`src/rtl/timer_irq_source.sv`:
```
// Interval timer that raises i_timer and holds it until the CPU acknowledges.
// Optional overrun counter is built only when TIMER_IRQ_OVERRUN_EN is defined.
module timer_irq_source #(
    parameter int unsigned PRESC_W = 16,
    parameter int unsigned PER_W   = 8
) (
    input  logic             clk,
    input  logic             reset,
    input  logic             cfg_we,
    input  logic [1:0]       cfg_sel,
    input  logic [7:0]       cfg_data,
    input  logic             s_interruption,
    input  logic             s_finish_interr,
    output logic             i_timer,
    output logic [7:0]       status,
    output logic [PER_W-1:0] count
);

    localparam logic [1:0] SelPeriod  = 2'd0;
    localparam logic [1:0] SelPrescLo = 2'd1;
    localparam logic [1:0] SelPrescHi = 2'd2;
    localparam logic [1:0] SelCtrl    = 2'd3;

    typedef enum logic [1:0] {
        StIdle,
        StAssert,
        StService
    } state_e;

    state_e state_q, state_d;

    logic [PER_W-1:0]   period_q, period_d;
    logic [PRESC_W-1:0] presc_q, presc_d;
    logic               enable_q, enable_d;
    logic               oneshot_q, oneshot_d;
    logic [PRESC_W-1:0] psc_q, psc_d;
    logic [PER_W-1:0]   cnt_q, cnt_d;
    logic               i_timer_q;

    logic       ctrl_wr;
    logic       tick;
    logic       expire;
    logic [3:0] ovr_count;

    assign ctrl_wr = cfg_we && (cfg_sel == SelCtrl);
    assign tick    = enable_q && (psc_q == presc_q);
    assign expire  = tick && (cnt_q == period_q);

    // Configuration registers; a ctrl write beats the oneshot auto-disable.
    always_comb begin
        period_d  = period_q;
        presc_d   = presc_q;
        enable_d  = enable_q;
        oneshot_d = oneshot_q;
        if (expire && oneshot_q) begin
            enable_d = 1'b0;
        end
        if (cfg_we) begin
            unique case (cfg_sel)
                SelPeriod:  period_d = PER_W'(cfg_data);
                SelPrescLo: presc_d[7:0] = cfg_data;
                SelPrescHi: presc_d[PRESC_W-1:8] = cfg_data[PRESC_W-9:0];
                SelCtrl: begin
                    enable_d  = cfg_data[0];
                    oneshot_d = cfg_data[1];
                end
                default: ;
            endcase
        end
    end

    // While disabled the counters sit at zero, so an enable edge always starts from zero.
    always_comb begin
        psc_d = psc_q;
        cnt_d = cnt_q;
        if (!enable_q) begin
            psc_d = '0;
            cnt_d = '0;
        end else begin
            psc_d = tick ? '0 : psc_q + 1'b1;
            if (tick) begin
                cnt_d = expire ? '0 : cnt_q + 1'b1;
            end
        end
    end

    always_comb begin
        state_d = state_q;
        unique case (state_q)
            StIdle: begin
                if (expire) begin
                    state_d = StAssert;
                end
            end
            StAssert: begin
                if (s_finish_interr) begin
                    state_d = StIdle;
                end else if (s_interruption) begin
                    state_d = StService;
                end
            end
            StService: begin
                if (s_finish_interr) begin
                    state_d = StIdle;
                end
            end
            default: state_d = StIdle;
        endcase
    end

    always_ff @(posedge clk) begin
        if (reset) begin
            state_q   <= StIdle;
            period_q  <= '0;
            presc_q   <= '0;
            enable_q  <= 1'b0;
            oneshot_q <= 1'b0;
            psc_q     <= '0;
            cnt_q     <= '0;
            i_timer_q <= 1'b0;
        end else begin
            state_q   <= state_d;
            period_q  <= period_d;
            presc_q   <= presc_d;
            enable_q  <= enable_d;
            oneshot_q <= oneshot_d;
            psc_q     <= psc_d;
            cnt_q     <= cnt_d;
            i_timer_q <= (state_d != StIdle);
        end
    end

`ifdef TIMER_IRQ_OVERRUN_EN
    logic [3:0] ovr_q, ovr_d;
    logic       ovr_event;

    // An expiry while a request is still in flight is dropped and counted.
    assign ovr_event = expire && (state_q != StIdle);

    always_comb begin
        ovr_d = ovr_q;
        if (ctrl_wr && cfg_data[2]) begin
            ovr_d = '0;
        end else if (ovr_event && (ovr_q != 4'hF)) begin
            ovr_d = ovr_q + 4'd1;
        end
    end

    always_ff @(posedge clk) begin
        if (reset) begin
            ovr_q <= '0;
        end else begin
            ovr_q <= ovr_d;
        end
    end

    assign ovr_count = ovr_q;
`else
    logic unused_ctrl_wr;
    assign unused_ctrl_wr = ctrl_wr;
    assign ovr_count      = 4'h0;
`endif

    logic unused_cfg;
    assign unused_cfg = ^cfg_data;

    assign i_timer = i_timer_q;
    assign status  = {ovr_count, (state_q == StService), i_timer_q, oneshot_q, enable_q};
    assign count   = cnt_q;

endmodule

```
`config.mk`:
```
export PLATFORM = sky130hd
export DESIGN_NAME = timer_irq_source
export DESIGN_NICKNAME = d
export VERILOG_FILES = /design/src/rtl/timer_irq_source.sv
export SDC_FILE = /design/constraint.sdc
export NUM_CORES = 1
export LEC_CHECK = 0
export ABC_AREA = 1
export CAP_MARGIN = 15
export CORE_UTILIZATION = 52
export DETAILED_ROUTE_END_ITERATION = 6
export GPL_TIMING_DRIVEN = 0
export PLACE_DENSITY = 0.73
export SLEW_MARGIN = 40
export SYNTH_ARGS = -nofsm -noshare
export SYNTH_HDL_FRONTEND = slang
export SYNTH_SLANG_ARGS = --single-unit
```
`constraint.sdc`:
```
create_clock -name clk -period 5.18 [get_ports clk]
set_clock_uncertainty 0.15 [all_clocks]
set_input_delay 1.554 -clock clk [delete_from_list [all_inputs] [get_ports clk]]
set_output_delay 1.554 -clock clk [all_outputs]
set_load 0.005 [all_outputs]
```
==> results.md <==
- The required time at the endpoint of the critical path is 3480 ps.
- The synthesized area per cell is roughly 6.7 um2.
- The TritonCTS buffer count is 5.
- After detailed routing, the number of remaining DRC violations is 0.
- Setup repair after global routing left no endpoint under its margin.
- The path type of the worst min-delay path is flip-flop to flip-flop.
- The die boundary width is between 70 and 80 um.
- Setup violations remaining at the end of the flow were counted as 0.
- The flow ran to the end, and the final reports show no timing, DRC or antenna violations.
- The initial DRC count is 201.
- Clock tree synthesis selected as its root buffer the cell clkbuf_8.
- Across all hold checks on the routed design, the worst slack comes to 324.7 ps.
- The number of distinct library cells after synthesis is 34.
- The kind of end point of the critical path is an output pin.
- The fraction of layout cells with a size suffix above 1 is 9.504%.
- Hold repair after CTS inserted 0 buffers.
- For the pin with the worst max-slew slack, the measured transition is 507.6 ps.
- The critical-path maximum fanout is 7.
- The overall overflow remaining after global route is 0.
- Across the run, the number of max-cap violations was 0.
- The completed layout was analyzed and its total power is 0.7639 mW.
- The count of TritonRoute iterations in the first routing pass is 5.
- Dividing total power by cell area gives a power density of 222.6 mW/mm2.
- The total placed cells including tap cells is roughly 550.
- The repair_antennas step left the layout with diodes totalling 0.
- The count of state elements after synthesis is 53.
- The most used routing layer is met2.
- The number of routed nets with antenna violations is 0.
- After clock tree synthesis, the clock-pin slew on the worst setup and hold paths is 90 ps.
- The part of the cycle the worst path needs is 60.30%.
- The die covers 0.006038 mm2.
- The post-synthesis to final-layout area growth is 15.16%.
- The placeable core region is 0.005507 mm2.
- Buffers placed on the I/O ports in this run total 27.
- The routed length per instance is around 13 um.
- The synthesized netlist occupies a cell area of 0.002980 mm2.
- The number of antenna violations at the first check in global routing is 0.
- Summed over all cells, the static leakage comes to 1.439 nW.
- The count of flip-flops with a built-in enable after synthesis is 0.
- The congestion estimate from routability-driven global placement came to 0.8777.
- The met2 track demand over resource is 41.15%.
- The smallest clock period supported by the final layout is computed as between 3000 and 4000 ps.
- In this run the core area contains 27 standard-cell rows.
- The number of vias per cell is 5.228.
- Synthesis handed over a netlist of between 400 and 500 instances.
- TritonCTS built the clock tree.
- The worst-case IR drop observed on VDD is 0.1642 mV.
- The number of nets in the final layout is 500.
- For the worst-skew pair, the clock arrives at the later sink with an insertion delay of 300 ps.
- The maximum number of buffers from clock root to sink is 2.
- The number of pins with negative max-slew slack in the final report is 0.
- The critical path class is flip-flop to output pin.
- Entering global routing, the biggest net connects 15 pins.
- In this run the cell area measured after placement is 0.003352 mm2.
- For met1 alone, demand over resource in global routing was between 30% and 40%.
- The H-tree was split into 2 levels.
- Based on the critical path, the design can be clocked at up to approximately 0.32 GHz.
- 32 I/O pins were placed.
- The first global-routing pass estimated 12200 um of wire.
- Wires add up to 7236 um.
- The sequential-to-total area share from yosys stat is a little over a third.
- The nature of the critical path startpoint is a flip-flop.
- The overall die height is ~78 um.
- The number of global-route vias before repair was 2702.
- The number of sinks on the clock net is between 50 and 60.
- The initial utilization of the core area, before any placement, comes to approximately 54%.
- The overall via count from detail_route is 2907.
- The proportion of register bits with asynchronous set or reset after synthesis is 0%.
- For this run, the total global-route usage over all layers was measured as between 20 and 30%.
- The number of standard cells in the layout, taps in and fillers out is 556.
- The HPWL after detailed placement is roughly 5700 um.
- Measured against its own limit, the worst slew margin works out to 66.16%.
- The number of synthesis warnings is 0.
- The quantity of gates resized following cts is 0.
- The final-report hold violation count is 0.
- The met3 demand-to-capacity share in global routing is 4.824%.
- After routing the design area is between 0.003 and 0.004 mm2.
- In the synthesized netlist the dominant register cell turns out to be dfxtp_1.
- The data arrival time of the critical path is 1420 ps.
- The setup TNS is 0 ps.
- Post-CTS timing repair inserted 0 buffers for setup.
[area by class of cell]
cell class                      count  area [um2]
Sequential cell                    53        1061
Multi-Input combinational cell    323        1613
Inverter                           60       225.2
Buffer                             13       92.59
Tap cell                           72       90.09
Timing Repair Buffer               27       270.3
Clock buffer                        8       80.08
Fill cell                         506        2074
[state kept, by name, summed over array words and instances, names as in the netlist]
| register | flops |
|---|---|
| presc_q | 16 |
| count | 8 |
| period_q | 8 |
| state_q | 2 |
| oneshot_q | 1 |
| i_timer | 1 |
| psc_q | 16 |
| enable_q | 1 |
[cells in the final DEF, fill, tap and decap left out, types with 3 or more instances in the layout]
| master | n |
|---|---|
| a21oi_1 | 30 |
| a21oi_2 | 5 |
| buf_4 | 7 |
| clkbuf_1 | 6 |
| clkbuf_8 | 5 |
| clkdlybuf4s50_1 | 27 |
| conb_1 | 4 |
| dfxtp_1 | 53 |
| inv_1 | 57 |
| inv_2 | 3 |
| nand2_1 | 106 |
| nand2_2 | 3 |
| nand3_1 | 17 |
| nand4_1 | 20 |
| nor2_1 | 58 |
| nor2_2 | 11 |
| nor2_4 | 3 |
| nor3_1 | 6 |
| nor3b_1 | 3 |
| o21ai_0 | 27 |
| xnor2_1 | 5 |
| xor2_1 | 10 |
[cell families (layout without fill, tap and decap cells)]
logic type | count (synthesis) | after routing | share of synthesized area (%)
compound gates | 65 | 65 | 11.80
xor+xnor | 15 | 15 | 4.408
fa+ha+maj | 2 | 2 | 0.8395
buf+inv | 73 | 108 | 10.66
flops | 53 | 53 | 35.60
other cells | 1 | 4 | 0.1258
simple gates | 237 | 237 | 36.57
[path summary, 6_finish.rpt]
kind         startpoint          to  slack (ps)  cells past startpoint
min reg2reg  presc_q[2]  presc_q[2]         320                      2
max            enable_q   status[0]        2060                      2
min          presc_q[2]  presc_q[2]         320                      2
max reg2reg    psc_q[0]   psc_q[14]        3260                     10
[per-stage QoR]
stage,util [%],worst slack (ps)
floorplan,-,2760
global placement,60.87,1833
detailed placement,60.87,1859
CTS,62.33,2054
global route,62.33,1992
finish,62.33,2057
[synth_stat cells, drive strengths merged (2+ instances only)]
| cell | n | area share [%] |
|---|---|---|
| nor2 | 72 | 11 |
| xor2 | 10 | 2.9 |
| a21oi | 35 | 6.5 |
| nor4 | 2 | 0.42 |
| ha | 2 | 0.84 |
| dfxtp | 53 | 36 |
| and2 | 2 | 0.42 |
| xnor2 | 5 | 1.5 |
| nor3 | 8 | 1.7 |
| o21ai | 28 | 4.8 |
| nand2 | 110 | 14 |
| inv | 60 | 7.6 |
| nand3 | 19 | 3.8 |
| nand4 | 20 | 4.2 |
| nor3b | 3 | 0.76 |
| buf | 9 | 2.6 |
| clkbuf | 4 | 0.55 |
[power breakdown]
group	switching, mW	internal, mW	leakage, nW	total [mW]
Sequential	0.00769	0.418	0.430	0.426
Clock	0.128	0.0964	0.0395	0.224
Combinational	0.0705	0.0438	0.969	0.114
Total	0.206	0.558	1.44	0.764
[layer usage]
metal,up-vias,routed length (um)
li1,1482,-
met1,1322,3529
met2,84,3241
met3,19,314
met4,0,149
met5,-,0
[critical path: stages (launching register included)]
cell             delay [ps]
dfxtp_1                 480
buf_4                   160
clkdlybuf4s50_1         480
Note: power is estimated with default switching activity, not from simulation.
